$ cat config.mk
export PLATFORM = sky130hd
export DESIGN_NAME = vga_scan_engine
export DESIGN_NICKNAME = d
export VERILOG_FILES = /design/src/rtl/vga_pkg.sv /design/src/rtl/vga_delay_line.sv /design/src/rtl/vga_scan_engine.sv
export SDC_FILE = /design/constraint.sdc
export NUM_CORES = 1
export LEC_CHECK = 0
export ABC_AREA = 0
export CORE_UTILIZATION = 50
export CTS_CLUSTER_DIAMETER = 150
export DETAILED_ROUTE_END_ITERATION = 16
export PLACE_DENSITY = 0.82
export RECOVER_POWER = 50
export SYNTH_ARGS = -nofsm -noshare
export SYNTH_HDL_FRONTEND = slang
export SYNTH_SLANG_ARGS = --single-unit
$ cat constraint.sdc
create_clock -name iVGA_CLK -period 3.63 [get_ports iVGA_CLK]
set_input_delay 1.089 -clock iVGA_CLK [delete_from_list [all_inputs] [get_ports iVGA_CLK]]
set_output_delay 1.089 -clock iVGA_CLK [all_outputs]
set_load 0.03 [all_outputs]
$ cat src/rtl/vga_pkg.sv
// Shared VGA timing defaults, screen-mode encoding and total-period helper
// for the scan engine and its testbench.
package vga_pkg;

    localparam int DEF_H_ACTIVE = 640;
    localparam int DEF_H_FP     = 16;
    localparam int DEF_H_SYNC   = 96;
    localparam int DEF_H_BP     = 48;

    localparam int DEF_V_ACTIVE = 480;
    localparam int DEF_V_FP     = 10;
    localparam int DEF_V_SYNC   = 2;
    localparam int DEF_V_BP     = 33;

    localparam int DEF_ADDR_W   = 19;
    localparam int DEF_MEM_LAT  = 2;
    localparam int DEF_MODE_W   = 3;
    localparam int DEF_DATA_W   = 24;

    typedef enum logic [2:0] {
        MODE_TEXT     = 3'd0,
        MODE_GFX_LO   = 3'd1,
        MODE_GFX_HI   = 3'd2,
        MODE_TILE     = 3'd3,
        MODE_SPRITE   = 3'd4,
        MODE_MIXED    = 3'd5,
        MODE_DEBUG    = 3'd6,
        MODE_BLANK    = 3'd7
    } vga_mode_e;

    localparam vga_mode_e MODE_RESET = MODE_TEXT;

    // Full line or frame period from its active, porch and sync widths.
    function automatic int scan_total(input int active, input int fp,
                                      input int sync, input int bp);
        return active + fp + sync + bp;
    endfunction

endpackage

$ cat src/rtl/vga_delay_line.sv
// Resettable shift pipeline of DEPTH registers; also exposes the low TAP_W
// bits one stage before the end so a consumer can register alongside it.
module vga_delay_line #(
    parameter int               WIDTH     = 1,
    parameter int               DEPTH     = 1,
    parameter int               TAP_W     = 1,
    parameter logic [WIDTH-1:0] RESET_VAL = '0
) (
    input  logic             clk_i,
    input  logic             rst_n_i,
    input  logic [WIDTH-1:0] data_i,
    output logic [TAP_W-1:0] tap_o,
    output logic [WIDTH-1:0] data_o
);

    logic [WIDTH-1:0] chain [DEPTH+1];

    assign chain[0] = data_i;

    genvar gi;
    generate
        for (gi = 0; gi < DEPTH; gi++) begin : g_stage
            logic [WIDTH-1:0] stage_q;

            always_ff @(posedge clk_i) begin
                if (!rst_n_i) begin
                    stage_q <= RESET_VAL;
                end else begin
                    stage_q <= chain[gi];
                end
            end

            assign chain[gi+1] = stage_q;
        end
    endgenerate

    assign tap_o  = chain[DEPTH-1][TAP_W-1:0];
    assign data_o = chain[DEPTH];

endmodule

$ cat src/rtl/vga_scan_engine.sv
// VGA raster scanner: h/v counters, linear frame-buffer address generation,
// sync/blank pipeline matched to memory latency, and frame-level pulses.
module vga_scan_engine
    import vga_pkg::*;
#(
    parameter int H_ACTIVE = DEF_H_ACTIVE,
    parameter int H_FP     = DEF_H_FP,
    parameter int H_SYNC   = DEF_H_SYNC,
    parameter int H_BP     = DEF_H_BP,
    parameter int V_ACTIVE = DEF_V_ACTIVE,
    parameter int V_FP     = DEF_V_FP,
    parameter int V_SYNC   = DEF_V_SYNC,
    parameter int V_BP     = DEF_V_BP,
    parameter int ADDR_W   = DEF_ADDR_W,
    parameter int MEM_LAT  = DEF_MEM_LAT,
    parameter int MODE_W   = DEF_MODE_W,
    parameter int DATA_W   = DEF_DATA_W
) (
    input  logic              iVGA_CLK,
    input  logic              iRST_n,
    input  logic [MODE_W-1:0] iModeReq,
    output logic [MODE_W-1:0] oMode,
    output logic [ADDR_W-1:0] oAddr,
    output logic              oAddrValid,
    input  logic [DATA_W-1:0] iPixel,
    output logic              oHS,
    output logic              oVS,
    output logic              oBLANK_n,
    output logic [DATA_W-1:0] oRGB,
    output logic              oFrameStart,
    output logic              oSnapshot
);

    localparam int H_TOTAL = scan_total(H_ACTIVE, H_FP, H_SYNC, H_BP);
    localparam int V_TOTAL = scan_total(V_ACTIVE, V_FP, V_SYNC, V_BP);
    localparam int HW      = $clog2(H_TOTAL);
    localparam int VW      = $clog2(V_TOTAL);
    localparam int DLY     = MEM_LAT + 1;

    localparam logic [HW-1:0] H_LAST   = HW'(H_TOTAL - 1);
    localparam logic [HW-1:0] H_ACT_C  = HW'(H_ACTIVE);
    localparam logic [HW-1:0] HS_BEG   = HW'(H_ACTIVE + H_FP);
    localparam logic [HW-1:0] HS_END   = HW'(H_ACTIVE + H_FP + H_SYNC);
    localparam logic [VW-1:0] V_LAST   = VW'(V_TOTAL - 1);
    localparam logic [VW-1:0] V_ACT_C  = VW'(V_ACTIVE);
    localparam logic [VW-1:0] VS_BEG   = VW'(V_ACTIVE + V_FP);
    localparam logic [VW-1:0] VS_END   = VW'(V_ACTIVE + V_FP + V_SYNC);

    generate
        if (longint'(H_ACTIVE) * longint'(V_ACTIVE) > (longint'(1) << ADDR_W)) begin : g_bad_addr_w
            $error("vga_scan_engine: H_ACTIVE*V_ACTIVE does not fit in ADDR_W bits");
        end
        if (MEM_LAT < 1 || MEM_LAT > 8) begin : g_bad_mem_lat
            $error("vga_scan_engine: MEM_LAT must be within 1..8");
        end
    endgenerate

    logic [HW-1:0]     h_q, h_d;
    logic [VW-1:0]     v_q, v_d;
    logic [ADDR_W-1:0] addr_q, addr_d;
    logic [MODE_W-1:0] mode_q;
    logic [DATA_W-1:0] rgb_q;
    // Low during reset and for the release edge, so counting starts one clock later.
    logic              run_q;

    logic h_last, v_last;
    logic active_raw, hs_raw, vs_raw;
    logic frame_start, snapshot;
    logic [2:0] dl_out;
    logic       active_tap;

    always_comb begin
        h_last      = (h_q == H_LAST);
        v_last      = (v_q == V_LAST);
        active_raw  = run_q && (h_q < H_ACT_C) && (v_q < V_ACT_C);
        hs_raw      = !((h_q >= HS_BEG) && (h_q < HS_END));
        vs_raw      = !((v_q >= VS_BEG) && (v_q < VS_END));
        frame_start = run_q && (h_q == '0) && (v_q == '0);
        snapshot    = run_q && (h_q == '0) && (v_q == V_ACT_C);
    end

    always_comb begin
        h_d    = h_q;
        v_d    = v_q;
        addr_d = addr_q;
        if (run_q) begin
            if (h_last) begin
                h_d = '0;
                v_d = v_last ? '0 : v_q + VW'(1);
            end else begin
                h_d = h_q + HW'(1);
            end
            // Running address replaces v*H_ACTIVE+h; it simply holds through blanking.
            if (h_last && v_last) begin
                addr_d = '0;
            end else if (active_raw) begin
                addr_d = addr_q + ADDR_W'(1);
            end
        end
    end

    always_ff @(posedge iVGA_CLK) begin
        if (!iRST_n) begin
            h_q    <= '0;
            v_q    <= '0;
            addr_q <= '0;
            mode_q <= MODE_W'(MODE_RESET);
            run_q  <= 1'b0;
        end else begin
            h_q    <= h_d;
            v_q    <= v_d;
            addr_q <= addr_d;
            run_q  <= 1'b1;
            if (frame_start) begin
                mode_q <= iModeReq;
            end
        end
    end

    vga_delay_line #(
        .WIDTH     (3),
        .DEPTH     (DLY),
        .TAP_W     (1),
        .RESET_VAL (3'b110)
    ) u_sync_dly (
        .clk_i   (iVGA_CLK),
        .rst_n_i (iRST_n),
        .data_i  ({hs_raw, vs_raw, active_raw}),
        .tap_o   (active_tap),
        .data_o  (dl_out)
    );

    // Colour is captured on the stage where the active flag lines up with iPixel.
    always_ff @(posedge iVGA_CLK) begin
        if (!iRST_n) begin
            rgb_q <= '0;
        end else begin
            rgb_q <= active_tap ? iPixel : '0;
        end
    end

    assign oMode       = mode_q;
    assign oAddr       = addr_q;
    assign oAddrValid  = active_raw;
    assign oHS         = dl_out[2];
    assign oVS         = dl_out[1];
    assign oBLANK_n    = dl_out[0];
    assign oRGB        = rgb_q;
    assign oFrameStart = frame_start;
    assign oSnapshot   = snapshot;

endmodule

==> results of run 1 <==
## layout make-up
type	instances	area [sq um]	share of cell area (%)
Tap cell	75	93.8	2.30
Sequential cell	76	1520	37.2
Clock buffer	9	124	3.03
Timing Repair Buffer	84	818	20.0
Clock inverter	6	90.1	2.20
Inverter	12	45.0	1.10
Multi-Input combinational cell	227	1400	34.1
## flip-flops by register name, indices dropped and copies added, names as in the netlist
signal and count:
oAddr 19, run_q 1, u_sync_dly.data_o 3, h_q 10
oRGB 24, oMode 3, u_sync_dly.g_stage.stage_q 6, v_q 10
## routing by layer
metal	vias up	track usage [%]	routed length [um]
met3	6	4.00	626
met5	-	0	0
li1	1336	-	-
met4	0	8.75	45
met2	136	38.4	3460
met1	1245	30.2	3220
## worst paths after layout
check	cells after the start	start	end
worst max-delay path	5	h_q[9]	oFrameStart
worst min register to register	1	u_sync_dly.g_stage[1].stage_q[1]	u_sync_dly.data_o[1]
worst min-delay path	1	u_sync_dly.g_stage[1].stage_q[1]	u_sync_dly.data_o[1]
worst max register to register	5	v_q[5]	oAddr[16]
## cells in the final DEF, fill, tap and decap left out, types with 6 or more instances in the layout
| master | n |
|---|---|
| clkdlybuf4s50_1 | 78 |
| dfxtp_1 | 76 |
| and3_1 | 30 |
| nor2_1 | 27 |
| nand2_1 | 19 |
| nand4_1 | 19 |
| xor2_1 | 13 |
| nor3_1 | 13 |
| a21oi_1 | 12 |
| inv_1 | 11 |
| nand3_1 | 11 |
| o21ai_0 | 10 |
| clkbuf_8 | 9 |
| nand2b_1 | 7 |
| or3_1 | 7 |
| and2_1 | 6 |
| xnor2_1 | 6 |
## through the flow
step / util (%) / power [W] / worst slack [ps] / hold WS, ps
after global routing: 69.5 / 0.00173 / 73.5 / 432
after detailed placement: 66.5 / 0.00101 / 309 / 395
after floorplan: - / 0.000939 / 757 / 386
after global placement: 66.5 / 0.00100 / 318 / 388
after CTS: 70.1 / 0.00169 / 210 / 413
final: 69.5 / 0.00167 / 210 / 409
## power groups by stage
stage                     Sequential, W  Combinational [W]  Clock [W]
after global placement         0.000875           0.000128          0
after floorplan                0.000892          0.0000463          0
after global routing           0.000858           0.000136   0.000736
after CTS                      0.000856           0.000129   0.000700
after detailed placement       0.000876           0.000129          0
final                          0.000856           0.000127   0.000692
## cell families (layout without fill, tap and decap cells)
group                    count (synthesis)  count (layout)  synth area share (%)
XOR/XNOR                                19              19                  5.48
buffers and inverters                   25             111                  3.17
AO/OA/AOI/OAI                           38              38                  8.20
adder cells (fa/ha/maj)                  5               5                  2.06
AND/OR/NAND/NOR                        160             160                  29.4
flip-flops                              76              76                  50.1
multiplexers                             5               5                  1.65
==> flow_summary.ini, run 1 <==
[worst_setup_path]
critPathKind = flop to output pin
cp_slowest_cell = or4_1
critPathRequiredTime_ps = 2540
arrival_ps = 2330
path_buf_inv = 2
path_max_fanout = 5
start_kind = flop
path_cells = nor4_1 -> nand4b_1 -> or4_1 -> inv_1 -> dlygate4sd2_1
cpPeakStageDelay_ps = 610
crit_family = simple AND/OR/NAND/NOR gates
end_kind = output pin
r2r_slack_ps = 530

[clock_network]
numClockSinks = 76
holdBufCountCts = 0
cts-resized-gates = 1
postCtsSetupBuffers = 0
clockRootBuffer = clkbuf_8
htreeDepth = 3
clockBufferDepth = 2
cts_inserted_buffers = 9
clkTransAtPathRegs_ps = 80
clk_latency_ps = 340
cts_tree = yes

[floorplan]
core-area_sq_um = 5890
die-area_sq_um = 6390
dieHeight_um = 79.9
fp-row-count = 28
initial_core_util_pct = 51.6
die_x_um = 79.9
num_io_pins = 81

[pwr]
powerDensity_nw_per_um2 = 410
p_seq_share_pct = 51.1
p_clk_share_pct = 41.3
p_leak_nw = 1.62
p_sw_share_pct = 22.9
irDropWorstVdd_mv = 0.228
p_switching_w = 0.000383
p_int_w = 0.00129
power_frac_comb_pct = 7.6

[place]
place.gp.congestion = 0.840
dp_hpwl_mm = 5.15
portBuffers = 80
post_dp_cell_area_sq_um = 3910
dp.cells = 474

[yosys]
yosysSeqAreaShare_pct = 50.1
yosysMostFrequentCell = dfxtp_1
synth_edf_count = 0
synth_top_area_share_pct = 50.1
synth-seq-cells = 76
synth_commonest_cells = 76 x dfxtp_1, 30 x and3_1, 27 x nor2_1, 19 x nand2_1, 19 x nand4_1
syn_inst = 328
yosysWarnings = 0
yosysUniqueCellTypes = 43
synth-main-ff-cell = dfxtp_1
synth_area_sq_um = 3040
synthArstFlopShare_pct = 0
synth_largest_area_cell = dfxtp_1
syn_area_per_cell_sq_um = 9.26
syn-num-nets = 362
synth_area_leaders = dfxtp_1 50%, and3_1 6.2%, nand4_1 3.9%, xor2_1 3.7%, nor2_1 3.3%

[route]
initialDrtViolationCount = 136
vias = 2723
final_antenna_net_count = 0
post_drt_wl_per_cell_um = 15.0
finalWirelength_mm = 7.34
first_pass_iters = 4
via_per_inst = 5.57
drc = 0

[timing]
setup_viol = 0
rsz0062_at_grt = no
timing.slew.headroom_pct = -9.70
fin_skew_ps = 10.6
finalCriticalPeriod_ps = 3420
fin_crit_sh_pct = 94.2
drv_slew = 14
finalSetupTns_ps = 0
worstMarginPinSlew_ps = 1630
fmax_mhz = 292
hold_viol = 0

[global_routing]
grt_pass1_vias = 2395
overflow = 0
antenna_found_initial = 0
grt_max_degree = 29
grt_pass1_wl_mm = 11.4
grt_usage_pct = 23.2

[cells_and_area]
nFillCells = 465
fin_cells = 489
drive_gt1_share_pct = 4.83
fin_nets = 444
syn2layout_area_growth_pct = 34.6
final_area_sq_um = 4090
n_antenna_cell = 0

[job]
maxCapViolCount = 1

[worst_hold_path]
hp-class = flop to flop

[outcome]
status = finished with violations
violations = max-capacitance violations, max-slew violations
Note: power is estimated with default switching activity, not from simulation.
==> inputs of run 2 (changes only) <==
- CORE_MARGIN: unset -> 2
- HOLD_SLACK_MARGIN: unset -> 0.08
==> run 2 against run 1 <==
Against the previous run:
- routed wire length is 1.7% lower
- the run still ends with max-capacitance violations, max-slew violations left
- clock-buffer cell count is 1 higher
- largest power group unchanged
- clock skew is 0.57 ps lower
==> flow_summary.ini, run 2 (synthesized netlist as in run 1, its figures left out) <==
[outcome]
status = finished with violations
violations = max-capacitance violations, max-slew violations

[clock_network]
clockBufferDepth = 2
htreeDepth = 3
cts_inserted_buffers = 9
clockRootBuffer = clkbuf_8
cts_tree = yes
numClockSinks = 76
clk_latency_ps = 350
holdBufCountCts = 0
cts-resized-gates = 1
clkTransAtPathRegs_ps = 80
postCtsSetupBuffers = 0

[global_routing]
antenna_found_initial = 0
overflow = 0
grt_pass1_wl_mm = 11.2
grt_max_degree = 26
grt_pass1_vias = 2348
grt_usage_pct = 22.1

[floorplan]
num_io_pins = 81
dieHeight_um = 81.9
die_x_um = 81.9
initial_core_util_pct = 51.6
die-area_sq_um = 6710
core-area_sq_um = 5890
fp-row-count = 28

[place]
portBuffers = 80
dp.cells = 475
dp_hpwl_mm = 5.17
place.gp.congestion = 0.890

[worst_setup_path]
end_kind = output pin
path_max_fanout = 7
r2r_slack_ps = 570
critPathKind = flop to output pin
start_kind = flop
arrival_ps = 2330
critPathRequiredTime_ps = 2540

[timing]
fin_hold_ws_ps = 413
drv_slew = 14
setup_viol = 0
fin_skew_ps = 10.1
fin_crit_sh_pct = 94.3
rsz0062_at_grt = no
worstMarginPinSlew_ps = 1540
fmax_mhz = 292
hold_viol = 0
finalSetupTns_ps = 0
finalCriticalPeriod_ps = 3420
timing.slew.headroom_pct = -3.62

[cells_and_area]
fin_cells = 491
nFillCells = 448
largest_register_ffs = 24
drive_gt1_share_pct = 5.05
n_antenna_cell = 0
layout_commonest_cell = clkdlybuf4s50_1
fin_nets = 445
final_cell_mix = 78 x clkdlybuf4s50_1, 76 x dfxtp_1, 30 x and3_1, 27 x nor2_1
multiInputGateArea_sq_um = 1400
syn2layout_area_growth_pct = 35.7
final-seq-area_sq_um = 1520

[route]
via_per_inst = 5.43
vias = 2665
post_drt_wl_per_cell_um = 14.7
initialDrtViolationCount = 121
final_antenna_net_count = 0
first_pass_iters = 4
finalWirelength_mm = 7.22
drc = 0

[pwr]
p_seq_share_pct = 48.9
p_leak_nw = 1.64
irDropWorstVdd_mv = 0.229
power_frac_comb_pct = 7.2
powerDensity_nw_per_um2 = 425
p_clk_share_pct = 43.9
p_sw_share_pct = 22.0
finalPower_w = 0.00175
p_int_w = 0.00137
p_switching_w = 0.000386

[job]
maxCapViolCount = 1

[worst_hold_path]
hp-class = flop to flop
run 2: path summary, 6_finish.rpt:
path / startpoint / to / depth (start not counted)
hold / removal: u_sync_dly.g_stage[0].stage_q[2] / u_sync_dly.g_stage[1].stage_q[2] / 1
setup reg to reg: v_q[5] / oAddr[16] / 5
setup / recovery: v_q[1] / oFrameStart / 7
hold reg to reg: u_sync_dly.g_stage[0].stage_q[2] / u_sync_dly.g_stage[1].stage_q[2] / 1
run 2: power by group through the flow:
stage | logic [W] | clock network (W) | registers (W)
2_1_floorplan | 0.0000463 | 0 | 0.000892
3_3_place_gp | 0.000129 | 0 | 0.000876
3_5_place_dp | 0.000130 | 0 | 0.000876
4_1_cts | 0.000129 | 0.000781 | 0.000856
5_1_grt | 0.000136 | 0.000814 | 0.000858
6_report | 0.000126 | 0.000770 | 0.000856
run 2: per-stage QoR:
stage | setup WS, ps | area [sq um] | util, %
floorplan | 757 | 3040 | -
detailed placement | 332 | 3920 | 66.6
CTS | 222 | 4160 | 70.6
global route | 47.1 | 4120 | 70.0
finish | 206 | 4120 | 70.0
global placement | 351 | 3920 | 66.6
run 2: layout make-up:
cell class	count	area share, %
multi-input cells	227	34.0
clock inverters	6	2.73
flip-flops and latches	76	36.9
repair buffers	85	19.9
inverters	12	1.09
well taps	75	2.28
clock buffers	10	3.10
run 2: critical path: stages (launching register included):
cell and delay [ps]:
dfxtp_1 380, inv_1 90, ha_1 180, nand2_1 50, nand4b_1 190, or4_1 620, inv_1 80, dlygate4sd2_1 400
run 2: layer usage:
layer	track usage (%)	wire, um
met2	34.3	3230
met3	4.40	658
met1	29.5	3200
met5	0	0
met4	10.5	127
==> inputs of run 3 (changes only) <==
- DONT_BUFFER_PORTS: unset -> 1
- PLACE_DENSITY: 0.82 -> 0.72
==> run 3 against run 2 <==
Against the previous run:
- the run now ends clean
- total power fell by 7.4%
- hold slack lost 3.8 ps
- clock-buffer cell count up 1
- final cell count is 17% lower
- utilization decreased by 14 points
- sequential power increased by 2.3%
- final area down 20%
- register-to-register slack better by 870 ps
- setup slack improved by 170 ps
- combinational power shrank 60%
- die area did not move
- critical endpoint unchanged
- largest cell class unchanged
- largest power group unchanged
- highest routed layer unchanged
==> flow_summary.ini, run 3 (synthesized netlist as in run 1, its figures left out) <==
[clock_network]
clockBufferDepth = 2
cts-resized-gates = 0
holdBufCountCts = 0
numClockSinks = 76
postCtsSetupBuffers = 0
clk_latency_ps = 350
cts_inserted_buffers = 9
clockRootBuffer = clkbuf_8
cts_tree = yes
clkTransAtPathRegs_ps = 70
htreeDepth = 3

[worst_setup_path]
start_kind = flop
end_kind = output pin
reg2reg_from = v_q[5]
critPathKind = flop to output pin
r2r_slack_ps = 1440
path_max_fanout = 13
arrival_ps = 2160
critPathRequiredTime_ps = 2540
r2r_end = oAddr[8]
cp_slowest_cell = or4_1
r2r_cells = 6
path_cells = buf_4 -> nor4b_1 -> nand4b_1 -> or4_1 -> inv_1
cpPeakStageDelay_ps = 620

[route]
post_drt_wl_per_cell_um = 16.0
drc = 0
via_per_inst = 5.97
initialDrtViolationCount = 166
final_antenna_net_count = 0
first_pass_iters = 4
finalWirelength_mm = 6.51
vias = 2430

[floorplan]
die-area_sq_um = 6710
core-area_sq_um = 5890
num_io_pins = 81
fp-row-count = 28
die_x_um = 81.9
initial_core_util_pct = 51.6
dieHeight_um = 81.9

[global_routing]
grt_max_degree = 43
grt_pass1_vias = 2082
antenna_found_initial = 0
grt_pass1_wl_mm = 10.2
grt_usage_pct = 20.3
overflow = 0

[timing]
rsz0062_at_grt = no
hold_viol = 0
fin_skew_ps = 11.3
fmax_mhz = 308
timing.slew.headroom_pct = 62.4
finalCriticalPeriod_ps = 3250
fin_crit_sh_pct = 89.5
setup_viol = 0
finalSetupTns_ps = 0
drv_slew = 0
worst_slack_ps = 380
worstMarginPinSlew_ps = 563

[pwr]
irDropWorstVdd_mv = 0.269
p_leak_nw = 1.34
powerDensity_nw_per_um2 = 490

[cells_and_area]
nFillCells = 536
final_area_sq_um = 3310
layout_commonest_cell = dfxtp_1
drive_gt1_share_pct = 7.23
final_cell_mix = 76 x dfxtp_1, 30 x and3_1, 27 x nor2_1, 19 x nand2_1, 19 x nand4_1
final-seq-area_sq_um = 1520
final_util_pct = 56.3
syn2layout_area_growth_pct = 8.98
largest_register_ffs = 24
fin_nets = 362
multiInputGateArea_sq_um = 1420
n_antenna_cell = 0

[place]
portBuffers = 0
post_dp_cell_area_sq_um = 3100
dp_hpwl_mm = 4.50
place.gp.congestion = 0.852
pre_cts_ws_ps = 738

[outcome]
status = finished clean

[worst_hold_path]
hp-class = flop to flop
min_to = u_sync_dly.g_stage[1].stage_q[1]
holdPathStages = 1
min-delay-start = u_sync_dly.g_stage[0].stage_q[1]

[job]
maxCapViolCount = 0
==> run 3: worst max-delay path by stage <==
stage / start / to / slack (ps) / cells after the start
finish: run_q / oFrameStart / 380 / 5
global route: run_q / oFrameStart / 250 / 5
CTS: run_q / oFrameStart / 350 / 5
detailed placement: run_q / oFrameStart / 740 / 5
global placement: run_q / oFrameStart / 740 / 5
floorplan: h_q[5] / oSnapshot / 760 / 4
==> run 3: cell type report <==
class / count / share of cell area [%]
Sequential cell: 76 / 46.0
Clock inverter: 4 / 2.23
Inverter: 12 / 1.36
Clock buffer: 11 / 4.27
Tap cell: 75 / 2.83
Timing Repair Buffer: 2 / 0.454
Multi-Input combinational cell: 227 / 42.9
==> run 3: metrics by stage <==
stage / std cells / hold WS [ps] / total power [W]
after global placement: 392 / 388 / 0.000945
after global routing: 407 / 431 / 0.00168
after floorplan: 328 / 386 / 0.000939
after CTS: 407 / 411 / 0.00164
final: 407 / 409 / 0.00162
after detailed placement: 392 / 394 / 0.000947
==> run 3: power breakdown <==
group | internal, W | total, W | leakage (nW) | switching (W)
clock network | 0.000402 | 0.000695 | 0.109 | 0.000293
registers | 0.000847 | 0.000876 | 0.615 | 0.0000296
logic | 0.0000182 | 0.0000504 | 0.615 | 0.0000322
total | 0.00127 | 0.00162 | 1.34 | 0.000355
==> run 3: worst max-delay path, delay by kind of cell, from the launching register on <==
family / cells / cell delay (ps)
AND/OR/NAND/NOR: 3 / 1040
buffers and inverters: 2 / 470
flip-flops: 1 / 310
==> run 3: layer usage <==
metal / vias to the layer above / GRT usage [%] / routed length, um
met2: 127 / 32.1 / 2990
met1: 1121 / 23.9 / 2770
met3: 13 / 6.59 / 602
met5: - / 0 / 0
li1: 1169 / - / -
met4: 0 / 12.3 / 146
